[src/rtl/mips_mem_access_unit.sv]
// Load/store unit between the MIPS execute stage and a word-organised data RAM.
// Handles big-endian byte swapping, sub-word loads, LWL/LWR merging and RMW sub-word stores.
//
// state    | meaning
// ---------+--------------------------------------------------------------
// S_IDLE   | req_ready high, waiting for req_valid
// S_ACCESS | RAM read (loads, SB/SH) or RAM write (SW)
// S_RMW_WR | write back the merged word of an SB/SH
// S_RESP   | resp_valid pulse, then back to S_IDLE
module mips_mem_access_unit #(
  parameter int ADDR_W = 32,
  parameter bit RMW_EN = 1'b1
) (
  input  logic              clk,
  input  logic              reset_n,
  input  logic              req_valid,
  output logic              req_ready,
  input  logic [3:0]        req_op,
  input  logic [ADDR_W-1:0] req_addr,
  input  logic [31:0]       req_wdata,
  input  logic [31:0]       req_rt,
  output logic              resp_valid,
  output logic [31:0]       resp_rdata,
  output logic              resp_err,
  output logic [ADDR_W-1:0] data_address,
  output logic              data_read,
  output logic              data_write,
  output logic [31:0]       data_writedata,
  input  logic [31:0]       data_readdata
);

  typedef enum logic [1:0] {
    S_IDLE   = 2'd0,
    S_ACCESS = 2'd1,
    S_RMW_WR = 2'd2,
    S_RESP   = 2'd3
  } state_t;

  localparam logic [3:0] OP_LB  = 4'd0;
  localparam logic [3:0] OP_LBU = 4'd1;
  localparam logic [3:0] OP_LH  = 4'd2;
  localparam logic [3:0] OP_LHU = 4'd3;
  localparam logic [3:0] OP_LW  = 4'd4;
  localparam logic [3:0] OP_LWL = 4'd5;
  localparam logic [3:0] OP_LWR = 4'd6;
  localparam logic [3:0] OP_SB  = 4'd8;
  localparam logic [3:0] OP_SH  = 4'd9;
  localparam logic [3:0] OP_SW  = 4'd10;

  function automatic logic [31:0] swap32(input logic [31:0] x);
    return {x[7:0], x[15:8], x[23:16], x[31:24]};
  endfunction

  state_t              r_state;
  state_t              w_next_state;
  logic [3:0]          r_op;
  logic [ADDR_W-1:0]   r_addr;
  logic [31:0]         r_wdata;
  logic [31:0]         r_rt;
  logic [31:0]         r_merge;
  logic [31:0]         r_resp_rdata;
  logic                r_resp_err;

  logic                w_req_err;
  logic                w_accept;
  logic                w_is_load;
  logic                w_is_sub_store;
  logic [1:0]          w_k;
  logic [4:0]          w_sh_k;
  logic [4:0]          w_sh_inv;
  logic [4:0]          w_sh_half;
  logic [31:0]         w_mem_core;
  logic [7:0]          w_byte;
  logic [15:0]         w_half;
  logic [31:0]         w_load_result;
  logic [31:0]         w_merge;

  // Error requests never enter S_ACCESS, so no RAM strobe is raised for them.
  always_comb begin
    w_req_err = 1'b0;
    case (req_op)
      OP_LB, OP_LBU, OP_LWL, OP_LWR: w_req_err = 1'b0;
      OP_LH, OP_LHU:                 w_req_err = req_addr[0];
      OP_LW, OP_SW:                  w_req_err = |req_addr[1:0];
      OP_SB:                         w_req_err = !RMW_EN;
      OP_SH:                         w_req_err = req_addr[0] || !RMW_EN;
      default:                       w_req_err = 1'b1;
    endcase
  end

  assign w_accept       = (r_state == S_IDLE) && req_valid;
  assign w_is_load      = !r_op[3];
  assign w_is_sub_store = (r_op == OP_SB) || (r_op == OP_SH);

  // Byte at offset k sits at bit 31-8k of the core-order word.
  assign w_mem_core = swap32(data_readdata);
  assign w_k        = r_addr[1:0];
  assign w_sh_k     = {w_k, 3'b000};
  assign w_sh_inv   = {~w_k, 3'b000};
  assign w_sh_half  = {~w_k[1], 4'b0000};
  assign w_byte     = 8'(w_mem_core >> w_sh_inv);
  assign w_half     = 16'(w_mem_core >> w_sh_half);

  always_comb begin
    w_load_result = 32'h0;
    case (r_op)
      OP_LB:   w_load_result = {{24{w_byte[7]}}, w_byte};
      OP_LBU:  w_load_result = {24'h0, w_byte};
      OP_LH:   w_load_result = {{16{w_half[15]}}, w_half};
      OP_LHU:  w_load_result = {16'h0, w_half};
      OP_LW:   w_load_result = w_mem_core;
      OP_LWL:  w_load_result = (w_mem_core << w_sh_k)
                             | (r_rt & ~(32'hFFFF_FFFF << w_sh_k));
      OP_LWR:  w_load_result = (w_mem_core >> w_sh_inv)
                             | (r_rt & ~(32'hFFFF_FFFF >> w_sh_inv));
      default: w_load_result = 32'h0;
    endcase
  end

  always_comb begin
    w_merge = w_mem_core;
    if (r_op == OP_SB) begin
      w_merge = (w_mem_core & ~(32'h0000_00FF << w_sh_inv))
              | ({24'h0, r_wdata[7:0]} << w_sh_inv);
    end else if (r_op == OP_SH) begin
      w_merge = (w_mem_core & ~(32'h0000_FFFF << w_sh_half))
              | ({16'h0, r_wdata[15:0]} << w_sh_half);
    end
  end

  always_ff @(posedge clk or negedge reset_n) begin
    if (!reset_n) begin
      r_state <= S_IDLE;
    end else begin
      r_state <= w_next_state;
    end
  end

  // Strobes are decoded from state so reset kills an in-flight write at once.
  always_comb begin
    w_next_state = r_state;
    req_ready    = 1'b0;
    resp_valid   = 1'b0;
    data_read    = 1'b0;
    data_write   = 1'b0;
    case (r_state)
      S_IDLE: begin
        req_ready = 1'b1;
        if (req_valid) begin
          w_next_state = w_req_err ? S_RESP : S_ACCESS;
        end
      end
      S_ACCESS: begin
        if (r_op == OP_SW) begin
          data_write   = 1'b1;
          w_next_state = S_RESP;
        end else if (w_is_sub_store) begin
          data_read    = 1'b1;
          w_next_state = S_RMW_WR;
        end else begin
          data_read    = 1'b1;
          w_next_state = S_RESP;
        end
      end
      S_RMW_WR: begin
        data_write   = 1'b1;
        w_next_state = S_RESP;
      end
      S_RESP: begin
        resp_valid   = 1'b1;
        w_next_state = S_IDLE;
      end
      default: w_next_state = S_IDLE;
    endcase
  end

  always_ff @(posedge clk or negedge reset_n) begin
    if (!reset_n) begin
      r_op         <= 4'h0;
      r_addr       <= '0;
      r_wdata      <= 32'h0;
      r_rt         <= 32'h0;
      r_merge      <= 32'h0;
      r_resp_rdata <= 32'h0;
      r_resp_err   <= 1'b0;
    end else begin
      if (w_accept) begin
        r_op    <= req_op;
        r_addr  <= req_addr;
        r_wdata <= req_wdata;
        r_rt    <= req_rt;
        if (w_req_err) begin
          r_resp_err   <= 1'b1;
          r_resp_rdata <= 32'h0;
        end
      end
      if (r_state == S_ACCESS) begin
        r_resp_err   <= 1'b0;
        r_resp_rdata <= w_is_load ? w_load_result : 32'h0;
        r_merge      <= w_merge;
      end
    end
  end

  assign resp_rdata     = r_resp_rdata;
  assign resp_err       = r_resp_err;
  assign data_address   = {r_addr[ADDR_W-1:2], 2'b00};
  assign data_writedata = swap32((r_state == S_RMW_WR) ? r_merge : r_wdata);

endmodule

[config.mk]
export PLATFORM = sky130hd
export DESIGN_NAME = mips_mem_access_unit
export DESIGN_NICKNAME = d
export VERILOG_FILES = /design/src/rtl/mips_mem_access_unit.sv
export SDC_FILE = /design/constraint.sdc
export NUM_CORES = 1
export LEC_CHECK = 0
export BUFFER_PORTS_ARGS = -buffer_cell sky130_fd_sc_hd__buf_4
export CELL_PAD_IN_SITES_DETAIL_PLACEMENT = 1
export CELL_PAD_IN_SITES_GLOBAL_PLACEMENT = 1
export CORE_UTILIZATION = 25
export CTS_CLUSTER_DIAMETER = 30
export DETAILED_ROUTE_END_ITERATION = 10
export GPL_TIMING_DRIVEN = 0
export MAX_ROUTING_LAYER = met4
export PLACE_DENSITY = 0.6
export SYNTH_ARGS = -nofsm -noshare
export SYNTH_HDL_FRONTEND = slang
export SYNTH_SLANG_ARGS = --single-unit
[constraint.sdc]
create_clock -name clk -period 1.8 [get_ports clk]
set_input_delay 0.36 -clock clk [delete_from_list [all_inputs] [get_ports clk]]
set_output_delay 0.36 -clock clk [all_outputs]
set_load 0.03 [all_outputs]
==> summary.txt <==
Yosys
  • Largest cells by area after synthesis: dfrtp_1 (46%), mux2_2 (19%), mux2i_1 (4.5%), mux4_2 (3.5%), buf_4 (2.9%)
  • Top-area cell type share of the netlist area: a little under half
  • FFs w/ async S/R, synth: 100.0%
  • Distinct cells, synth: 52
  • Post-synthesis sequential area ratio: 45.92%
  • Synth top cells by count: dfrtp_1 (167), mux2_2 (156), nor2_1 (43), mux2i_1 (41), a21oi_1 (39)
  • Yosys top cell by area: dfrtp_1
  • Most instantiated library cell after synthesis: dfrtp_1
  • Post-synth EDFFs: 0
  • Cells after Synth: around 770
  • Mapped Avg Cell Area: roughly 12 um2
  • Ys flop type: dfrtp_1
  • Mapped cell area: 0.009100 mm2
  • #FFs+latches synth: ~170
  • Yosys warning total: 0

STA
  • Final setup vio count: ~180
  • RSZ-0062 raised after global routing: yes
  • Least-Margin Pin Slew: about 670 ps
  • Final WS setup: -452.7 ps
  • Final slew viol count: 0
  • Tcrit/Tclk final: 125.1%
  • Final count of hold timing violations: 0
  • Rel. slew slack: approximately 55%
  • Hold Worst Slack: approximately 140 ps
  • FMAX: approximately 440 MHz
  • Final min period: around 2300 ps
  • Clk_skew: between 10 and 15 ps

Worst setup path
  • Worst-path cell chain: inv_2 -> ha_4 -> clkbuf_16 -> clkbuf_16 -> mux2_4 -> buf_6
  • Crit Path Max Fanout: 8
  • Worst path required time: roughly 1400 ps
  • Worst path top cell family by delay: buffers and inverters
  • Crit. End Element: output pin
  • Critical path class: reg -> out
  • Crit start category: flop
  • Cell mode on critical path: clkbuf_16
  • CP bufs+invs: 4
  • Slowest cell on the critical path: dfrtp_1
  • CP max stage delay: roughly 400 ps
  • Crit path arrival time: ~1900 ps

Clock network
  • CTS max path bufs: 2
  • Clk Latency, worst-skew pair: roughly 440 ps
  • CTS H-tree depth: 4
  • Clk root buf: clkbuf_16
  • Clock-pin slew on the worst setup and hold paths: around 70 ps
  • CTS Sinks: between 150 and 200
  • CTS tree: yes
  • CTS buffer count: 17

Pwr
  • Combinational share of power: around 64%
  • Clk pwr share: approximately an eighth
  • Peak supply drop: around 1.0 mV
  • Pwr dens: about 2100 mW/mm2
  • Reg power frac: 24.3%
  • Net Sw Power: around 0.012 W
  • P_int: 0.01763 W
  • Lkg Pwr: 6.916 nW
  • Sw frac: about 41%

Global routing
  • First-pass GRT wire length: approximately 53 mm
  • Initial antenna violation count: 1
  • Pin count of the biggest net entering global routing: a little under 90
  • Vias in the first global route: between 8000 and 9000
  • Grt total ovfl: 0
  • GRT Total Usage: 20.22%

Layout
  • Layout area overhead: 58.77%
  • Fraction of layout cells with a size suffix above 1: between 50% and 60%
  • Final Util: between 40% and 50%
  • Nets: 1236
  • Final std cells w/o fill: between 1500 and 2000
  • Post-Layout Inst Area: approximately 0.014 mm2

Flow run
  • Max Cap Viol: 0

Routing
  • TritonRoute pass-1 iters: 8
  • Final wirelength: between 30 and 40 mm
  • Drt via density: approximately 5
  • 1st-iter DRT viols: around 620
  • Vias: slightly below 8000
  • Post-route ant nets: 0
  • Wire per inst: approximately 24 um
  • Residual DRC: 22

Die
  • Die area: about 0.037 mm2
  • Die width: ~190 um
  • Boundary Pins: between 200 and 250
  • Initial core utilization: between 20% and 30%
  • Cell row count: 69
  • Die Ht: approximately 190 um
  • Core Region: ~0.036 mm2

Placed design
  • Final HPWL from detailed placement: 26.54 mm
  • # port buffers: 233
  • Post-placement cell area: around 0.012 mm2
  • Dpl cells: 1464
  • Place WS: -970.8 ps
  • Final GP Congestion: roughly 0.9

Run status
  • Result of the run: finished, violations left
  • Failing checks: design-rule violations, negative setup slack

Worst hold path
  • Type of the most critical hold path: in -> reg
-- per-layer routing --
metal / track usage [%] / vias up / wire [um]
li1: - / 3505 / -
met1: 26.04 / 4061 / 16740
met2: 31.32 / 277 / 18580
met3: 5.001 / 32 / 2487
met4: 5.694 / 0 / 696
met5: - / - / 0
-- per-stage QoR --
| stage | total power (W) | TNS [ps] |
|---|---|---|
| 6_report | 0.03003 | -39360 |
| 5_1_grt | 0.03146 | -50040 |
| 4_1_cts | 0.02782 | -19490 |
| 3_5_place_dp | 0.02108 | -113590 |
| 3_3_place_gp | 0.02084 | -231170 |
| 2_1_floorplan | 0.01612 | -3608 |
-- final timing paths --
check	cells past startpoint	endpoint	slack [ps]	startpoint
worst max-delay path	6	data_writedata[19]	-450	r_state[0]
worst min-delay path	2	r_addr[29]	140	req_addr[29]
worst max register to register	12	resp_rdata[9]	-380	r_state[0]
worst min register to register	1	resp_rdata[5]	480	resp_rdata[5]
max in group asynchronous	3	r_rt[15]	440	reset_n
min in group asynchronous	2	r_addr[14]	480	reset_n
-- timing repair --
item / 4_1_cts / 5_1_grt
setup endpoints to repair: 200 / 184
gates resized for setup: 229 / 169
endpoints found under the hold margin: 79 / 0
cloned: 6 / 12
hold buffers: 1 / 0
buffers inserted: 35 / 28
pin swaps: 27 / 42
-- placed cells by master, fill, tap and decap left out, drive strengths merged, types with 16 or more instances in the layout --
master,Yosys,layout
nor2,43,43
mux2,156,156
dfrtp,167,167
mux2i,41,41
o31ai,16,16
mux4,16,16
o21ai,17,17
buf,59,368
o22ai,24,24
clkbuf,28,50
a21oi,40,40
nand2,37,37
-- state kept, by name, summed over array words and instances (netlist names) --
name,cells
r_addr,32
r_merge,32
resp_rdata,32
r_wdata,32
r_rt,32
r_op,4
resp_err,1
r_state,2
-- final cells by class --
| type | count | area [um2] |
|---|---|---|
| sequential | 167 | 4184 |
| inverter | 6 | 41.29 |
| clock buffer | 25 | 485.5 |
| tap | 461 | 576.8 |
| multi-input combinational | 510 | 5263 |
| buffer | 80 | 887.1 |
| clock inverter | 7 | 70.07 |
| antenna | 1 | 2.502 |
| timing repair buffer | 315 | 2938 |
| fill | 3822 | 21210 |
-- worst register-to-register path, delay by kind of cell, from the launching register on --
family	cells	cell delay, ps
AO/OA/AOI/OAI	2	370
buffers and inverters	6	790
AND/OR/NAND/NOR	3	370
adder cells (fa/ha/maj)	1	150
flip-flops	1	400
-- power by group through the flow --
stage / Sequential, W / Combinational, W / Clock [W]
2_1_floorplan: 0.00708 / 0.00904 / 0
3_3_place_gp: 0.00707 / 0.0138 / 0
3_5_place_dp: 0.00714 / 0.0139 / 0
4_1_cts: 0.00715 / 0.0170 / 0.00370
5_1_grt: 0.00748 / 0.0202 / 0.00383
6_report: 0.00728 / 0.0192 / 0.00359
-- kinds of logic after synthesis --
kind of cell / synth area share, %
simple gates: 7.067
fa+ha+maj: 0.5500
buf+inv: 5.871
flops: 45.92
other cells: 0.04121
compound gates: 12.69
mux: 27.86
Power figures use the tool's default switching activity.
